**src/rtl/if_fetch_if.sv**
```systemverilog
`timescale 1ns/1ps
// Instruction-memory handshake bundle: request/grant on the way out,
// in-order valid/data responses on the way back.
interface if_fetch_if #(
  parameter int ADDR_W  = 32,
  parameter int INSTR_W = 32
);
  logic               imem_req;
  logic [ADDR_W-1:0]  imem_addr;
  logic               imem_gnt;
  logic               imem_rvalid;
  logic [INSTR_W-1:0] imem_rdata;

  modport master (output imem_req, imem_addr, input imem_gnt, imem_rvalid, imem_rdata);
  modport slave  (input imem_req, imem_addr, output imem_gnt, imem_rvalid, imem_rdata);
endinterface

```
**src/rtl/if_fetch.sv**
```systemverilog
`timescale 1ns/1ps
// Instruction-fetch stage: owns the PC, issues credit-limited requests to
// instruction memory and queues returned words (with PC, PC+4) for IF_ID.
module if_fetch #(
  parameter int               ADDR_W   = 32,
  parameter int               INSTR_W  = 32,
  parameter logic [ADDR_W-1:0] RESET_PC = '0
) (
  input  logic               clk,
  input  logic               rst_n,
  input  logic               stall,
  input  logic               redirect,
  input  logic [ADDR_W-1:0]  redirect_pc,
  if_fetch_if.master         imem,
  output logic               instr_valid,
  output logic [INSTR_W-1:0] instr_out,
  output logic [ADDR_W-1:0]  pc_out,
  output logic [ADDR_W-1:0]  pc_plus4_out
);
  logic [ADDR_W-1:0]  fetch_pc_reg;
  logic [1:0]         outstanding_reg;
  logic [1:0]         discard_reg;
  logic [1:0]         q_count_reg;
  logic               pcf_wr_reg, pcf_rd_reg;
  logic               q_wr_reg, q_rd_reg;
  logic [ADDR_W-1:0]  pcf_mem     [2];
  logic [ADDR_W-1:0]  q_pc_mem    [2];
  logic [ADDR_W-1:0]  q_pc4_mem   [2];
  logic [INSTR_W-1:0] q_instr_mem [2];

  logic [2:0]         credits_used;
  logic               accept, resp, push, pop;
  logic [ADDR_W-1:0]  redirect_target;
  logic [ADDR_W-1:0]  resp_pc;

  // Discarded responses still hold credits until they come back.
  assign credits_used    = {1'b0, outstanding_reg} + {1'b0, q_count_reg};
  assign imem.imem_req   = rst_n & ~redirect & (credits_used < 3'd2);
  assign imem.imem_addr  = fetch_pc_reg;
  assign accept          = imem.imem_req & imem.imem_gnt;
  assign resp            = imem.imem_rvalid;
  assign push            = resp & (discard_reg == 2'd0) & ~redirect;
  assign pop             = instr_valid & ~stall & ~redirect;
  assign redirect_target = redirect_pc & ~ADDR_W'(3);
  assign resp_pc         = pcf_mem[pcf_rd_reg];

  assign instr_valid  = (q_count_reg != 2'd0);
  assign instr_out    = q_instr_mem[q_rd_reg];
  assign pc_out       = q_pc_mem[q_rd_reg];
  assign pc_plus4_out = q_pc4_mem[q_rd_reg];

  always_ff @(posedge clk or negedge rst_n) begin
    if (!rst_n) begin
      fetch_pc_reg    <= RESET_PC;
      outstanding_reg <= 2'd0;
      discard_reg     <= 2'd0;
      q_count_reg     <= 2'd0;
      pcf_wr_reg      <= 1'b0;
      pcf_rd_reg      <= 1'b0;
      q_wr_reg        <= 1'b0;
      q_rd_reg        <= 1'b0;
    end else begin
      if (redirect)
        fetch_pc_reg <= redirect_target;
      else if (accept)
        fetch_pc_reg <= fetch_pc_reg + ADDR_W'(4);

      outstanding_reg <= outstanding_reg + {1'b0, accept} - {1'b0, resp};
      if (accept) pcf_wr_reg <= ~pcf_wr_reg;
      if (resp)   pcf_rd_reg <= ~pcf_rd_reg;

      // Everything still in flight, minus a response landing now, is stale.
      if (redirect)
        discard_reg <= outstanding_reg - {1'b0, resp};
      else if (resp && discard_reg != 2'd0)
        discard_reg <= discard_reg - 2'd1;

      if (redirect) begin
        q_count_reg <= 2'd0;
        q_wr_reg    <= 1'b0;
        q_rd_reg    <= 1'b0;
      end else begin
        if (push) q_wr_reg <= ~q_wr_reg;
        if (pop)  q_rd_reg <= ~q_rd_reg;
        q_count_reg <= q_count_reg + {1'b0, push} - {1'b0, pop};
      end
    end
  end

  always_ff @(posedge clk or negedge rst_n) begin
    if (!rst_n) begin
      for (int i = 0; i < 2; i++) begin
        pcf_mem[i]     <= '0;
        q_pc_mem[i]    <= '0;
        q_pc4_mem[i]   <= '0;
        q_instr_mem[i] <= '0;
      end
    end else begin
      if (accept)
        pcf_mem[pcf_wr_reg] <= fetch_pc_reg;
      if (push) begin
        q_pc_mem[q_wr_reg]    <= resp_pc;
        q_pc4_mem[q_wr_reg]   <= resp_pc + ADDR_W'(4);
        q_instr_mem[q_wr_reg] <= imem.imem_rdata;
      end
    end
  end

  a_no_queue_overflow: assert property (@(posedge clk) disable iff (!rst_n)
    !(push && !pop && q_count_reg == 2'd2));
  a_no_credit_overflow: assert property (@(posedge clk) disable iff (!rst_n)
    !(accept && !resp && outstanding_reg == 2'd2));
endmodule

```
**src/flat_wrapper.sv**
```systemverilog
// flat-port wrapper written by rule: the top's interface ports become plain ports
module if_fetch_flat 
#(
  parameter int               ADDR_W   = 32,
  parameter int               INSTR_W  = 32,
  parameter logic [ADDR_W-1:0] RESET_PC = '0
)
  (clk, rst_n, stall, redirect, redirect_pc, instr_valid, instr_out, pc_out, pc_plus4_out, imem_imem_req, imem_imem_addr, imem_imem_gnt, imem_imem_rvalid, imem_imem_rdata);
  if_fetch_if #(.ADDR_W(ADDR_W), .INSTR_W(INSTR_W)) imem_i ();
  input  logic clk;
  input  logic rst_n;
  input  logic stall;
  input  logic redirect;
  input  logic [ADDR_W-1:0] redirect_pc;
  output logic instr_valid;
  output logic [INSTR_W-1:0] instr_out;
  output logic [ADDR_W-1:0] pc_out;
  output logic [ADDR_W-1:0] pc_plus4_out;
  output wire logic [$bits(imem_i.imem_req)-1:0] imem_imem_req;
  output wire logic [$bits(imem_i.imem_addr)-1:0] imem_imem_addr;
  input wire logic [$bits(imem_i.imem_gnt)-1:0] imem_imem_gnt;
  input wire logic [$bits(imem_i.imem_rvalid)-1:0] imem_imem_rvalid;
  input wire logic [$bits(imem_i.imem_rdata)-1:0] imem_imem_rdata;
  assign imem_imem_req = imem_i.imem_req;
  assign imem_imem_addr = imem_i.imem_addr;
  assign imem_i.imem_gnt = imem_imem_gnt;
  assign imem_i.imem_rvalid = imem_imem_rvalid;
  assign imem_i.imem_rdata = imem_imem_rdata;
  if_fetch #(.ADDR_W(ADDR_W), .INSTR_W(INSTR_W), .RESET_PC(RESET_PC)) u_core (.clk(clk), .rst_n(rst_n), .stall(stall), .redirect(redirect), .redirect_pc(redirect_pc), .imem(imem_i), .instr_valid(instr_valid), .instr_out(instr_out), .pc_out(pc_out), .pc_plus4_out(pc_plus4_out));
endmodule
```
**config.mk**
```make
export PLATFORM = sky130hd
export DESIGN_NAME = if_fetch_flat
export DESIGN_NICKNAME = d
export VERILOG_FILES = /design/src/rtl/if_fetch_if.sv /design/src/rtl/if_fetch.sv /design/src/flat_wrapper.sv
export SDC_FILE = /design/constraint.sdc
export NUM_CORES = 1
export LEC_CHECK = 0
export CAP_MARGIN = 25
export CELL_PAD_IN_SITES_DETAIL_PLACEMENT = 2
export CELL_PAD_IN_SITES_GLOBAL_PLACEMENT = 2
export CORE_ASPECT_RATIO = 0.75
export CORE_MARGIN = 2
export CORE_UTILIZATION = 31
export CTS_CLUSTER_SIZE = 30
export DETAILED_ROUTE_END_ITERATION = 10
export PLACE_DENSITY_LB_ADDON = 0.1
export SETUP_SLACK_MARGIN = 0.05
export SYNTH_ARGS = -nofsm -noshare
export SYNTH_HDL_FRONTEND = slang
export SYNTH_SLANG_ARGS = --single-unit
export TNS_END_PERCENT = 10
```
**constraint.sdc**
```tcl
create_clock -name clk -period 2.8 [get_ports clk]
set_input_delay 0.84 -clock clk [delete_from_list [all_inputs] [get_ports clk]]
set_output_delay 0.84 -clock clk [all_outputs]
set_load 0.03 [all_outputs]
```
==> summary.md <==
The run finished, with violations left. The final reports fail on setup timing. Number of clock buffers inserted by TritonCTS: 34. By count the netlist is led by sky130_fd_sc_hd__nand2_1, sky130_fd_sc_hd__dfrtp_1, sky130_fd_sc_hd__mux2_2. The type of the worst setup path is flip-flop to output port.

The signal on the critical path passes through inv_2, nor2_2, fa_1, nor4b_4, buf_4, buf_12. The run gives 4541 as the number of inserted filler cells in the final layout. The global-route met1 utilization was 0.2995; the final critical delay including setup and external delays was 2.904 ns. The total congestion overflow is 0. Summed instance area of the synthesized netlist: 13550 um2. The instance area after placement was 16390 um2; the number of warnings printed during yosys synthesis was 0. The cell at the slowest stage of the critical path was sky130_fd_sc_hd__fa_1. The switching share of total power is 0.3820, and the max-capacitance violation count is 0. Clock power share: 0.243. The starting density of the core was 0.3132. The worst max-slew margin expressed relative to the limit is 0.4175. For the largest net degree at the start of global routing, the log shows 122. The number of synthesized flops with an enable pin works out to 0. The power share of the combinational group was 0.415. Once placement completed, the tool counted placed cells totaling 2095. The final route contains 10979 vias. Data arrives at the worst endpoint at 2.06 ns. In this run the vertical extent of the chip is 185.1 um. The signed area change from the synthesized netlist to the final layout works out to 34.86%. The worst min-delay path category is primary input to async pin. After the flow finishes, the layout carries non-filler instances totaling 2172. In this run the critical register-to-register path is launched from u_core.pcf_rd_reg. Pin placement for this block handled 200 I/O pins.

Register ranked first by flip-flop count: u_core.q_instr_mem. After detailed routing, the total wire length is 45260 um. The worst register-to-register path ends at u_core.q_pc4_mem[29]. The first global-routing pass estimated 70830 um of wire. Average via count per standard cell: 5.055.

After detailed routing, the number of remaining DRC violations is 0. Of all nets on the critical path, the largest fanout is 2. The cell count of the worst reg-to-reg path is 7. Number of antenna violations at the first check in global routing: 1. Dominant cell by count in the synthesized netlist: sky130_fd_sc_hd__nand2_1.

In the final design database the tool counted 1647 nets. The floorplan has 66 rows. The routed wire length per instance came out at 20.84 um. IR analysis of the VDD net gives a maximum drop of 0.3884 mV. The die width is 245.4 um, and the clock-pin slew on the worst setup and hold paths is 0.06 ns.

In this run, synthesis produced a sequential element count of 284. The all-layer global routing usage is 0.1998, and the sequential share of power is 0.341. In this run the register-to-register setup slack is 0.22 ns. Met2 routing resource usage after global routing: 0.3031.

The total number of H-tree levels was 2; the area share of the largest cell type after synthesis was 0.5245. The actual transition at the worst max-transition pin was 0.8737 ns; the mean instance size in the synthesized netlist was 10.07 um2. Clock tree synthesis found a total of 284 sinks. TritonCTS built the clock tree. The multi-input combinational cells in the finished layout cover a total of 6325 um2. The critical path starts at u_core.q_count_reg[0]. The unique cell type count in the Yosys netlist is 56, and the number of nets still failing antenna checks after routing is 0. For this run, the slowest stage of the critical path takes 0.49 ns. The count of final setup violators was 20; the number of hold-slack violations in the final timing report was 0. The number of buffers and inverters on the critical path was 3. The part of the Yosys area used for sequential elements was 0.5245; the fraction of registers with async set or reset after synthesis was 1.000. Cell internal power was estimated by the tool at 12080 uW. Core footprint: 43270 um2. The layer with the highest usage is met2. In this run the power density over the cells is 1070 nW/um2. The floorplan step defined a die boundary enclosing 45420 um2.

The post-route fraction of the period consumed by the critical path was 1.037. Number of slew-limit violations in the final report: 0. On the critical path the largest part of the delay comes from adder cells.

The final design instance area without fill was 18270 um2; the detailed router's first-iteration violation count was 572. The number of global-route vias before repair came out at 11945. The count of buffers added on input and output ports is 191. At the worst endpoint, the required time is 1.96 ns. The clock passes through at most 3 buffers. The register with the most flip-flops in the layout has 64 of them.

The global routing met3 resource utilization was 0.02927. On the final layout, the worst clock skew is 0.02055 ns. Worst-case setup margin in the final layout: -0.1036 ns. The share of layout cells above drive strength 1 came out at 0.2417. The first detailed-routing pass took 5 iterations. The worst setup path is launched from a flip-flop.

After layout, the design draws a total of 19540 uW. The sequential cells in the finished layout cover a total of 7112 um2. The number of hold buffers added after CTS was 0. The upper clock frequency limit is 344.4 MHz. For this design the total switching power over the nets is 7467 uW. Routability-driven placement finished with a final weighted congestion of 0.7682.

The most area-hungry cell type in the Yosys netlist was sky130_fd_sc_hd__dfrtp_1. In the final timing run, aggregate negative setup slack is -0.9063 ns. In this run the static leakage power is 0.008432 uW.

The tree is rooted in a sky130_fd_sc_hd__clkbuf_16. For the placed wire-length estimate after detailed placement, the log shows 30710 um. Cell count after synthesis: 1345. The tools report the insertion delay to the later sink of the worst-skew pair as 0.53 ns. The dominant register cell in the synthesized netlist is sky130_fd_sc_hd__dfrtp_1. Setup repair after global routing could not meet its margin everywhere.

Sorting the synthesized cells by area gives the leading types as sky130_fd_sc_hd__dfrtp_1, sky130_fd_sc_hd__mux2_2, sky130_fd_sc_hd__nand2_1. STA classifies the critical path endpoint as an output port.
## power by group through the flow
stage / clock network (uW) / registers (uW) / logic [uW]
final: 4760 / 6670 / 8110
after global routing: 5080 / 6900 / 8790
after CTS: 4920 / 6660 / 8050
after detailed placement: 0 / 6710 / 7620
after global placement: 0 / 6620 / 7440
after floorplan: 0 / 6380 / 4730
## cells by family (layout without fill, tap and decap cells)
| group | Yosys count | in the layout | synth area share |
|---|---|---|---|
| XOR/XNOR | 27 | 27 | 0.01745 |
| AO/OA/AOI/OAI | 221 | 221 | 0.1041 |
| adder cells (fa/ha/maj) | 8 | 8 | 0.007941 |
| multiplexers | 178 | 178 | 0.1450 |
| other | 1 | 7 | 0.0002767 |
| buffers and inverters | 97 | 340 | 0.02982 |
| AND/OR/NAND/NOR | 529 | 529 | 0.1710 |
| flip-flops | 284 | 284 | 0.5245 |
## per-layer routing
layer	share of wire	routed length, um	vias up
li1	-	-	5129
met1	0.51	23190	5633
met2	0.44	19940	172
met3	0.032	1460	43
met4	0.014	648	2
met5	0.00029	13	-
## area by class of cell
class                           count  share of cell area
Sequential cell                   284              0.3892
Multi-Input combinational cell    969              0.3461
Timing Repair Buffer              263              0.1560
Clock buffer                       53             0.05779
Tap cell                          578             0.03958
Clock inverter                      7            0.007532
Inverter                           17            0.003697
Antenna cell                        1           0.0001369
## cells in the final DEF (no fill, tap or decap), drive strengths merged, types with 4 or more instances in the layout
cell type,synthesis,final
clkbuf,55,56
o21ai,112,112
mux2i,32,32
a22oi,13,13
nand3b,9,9
nand2,373,373
o311ai,13,13
clkdlybuf4s15,0,23
conb,1,6
a221o,4,4
clkdlybuf4s50,0,94
ha,7,7
or3,10,10
mux2,146,146
nor2,31,31
nand3,39,39
and3,6,6
a21o,13,13
o211ai,10,10
a31oi,6,6
buf,25,140
inv,17,16
o31ai,13,13
o21a,6,6
nand4,22,22
a21oi,11,11
or4,4,4
xnor2,17,17
nor3,11,11
nor4,5,5
dfrtp,284,284
bufinv,0,4
xor2,10,10
nor2b,4,4
## worst max path at each step
stage,to,cells after the start
after CTS,imem_imem_req,6
after floorplan,u_core.q_pc4_mem[26],12
after global placement,u_core.imem.imem_addr[7],7
after detailed placement,u_core.imem.imem_addr[19],9
after global routing,imem_imem_req,6
final,imem_imem_req,6
## metrics by stage
step | setup slack, ns | hold slack, ns | util
CTS | -0.1470 | 0.4133 | 0.4175
floorplan | 0.02905 | 0.4401 | -
global route | -0.2212 | 0.4067 | 0.4222
finish | -0.1036 | 0.3834 | 0.4223
detailed placement | 0.03513 | 0.4621 | 0.3787
global placement | 0.1404 | 0.4520 | 0.3787
## repair_timing
item | in CTS | in global routing
endpoints found under the setup margin | 90 | 109
buffers inserted | 8 | 2
gates cloned | 3 | 3
pin swaps | 2 | 0
resized for setup | 206 | 48
## worst register-to-register path, delay by kind of cell (launching register included)
kind / cells / cell delay [ns]
DFF: 1 / 0.48
and+or+nand+nor: 2 / 0.39
buffers and inverters: 2 / 0.46
AOI/OAI and AO/OA: 3 / 1.15
(Power assumes the default switching activity.)
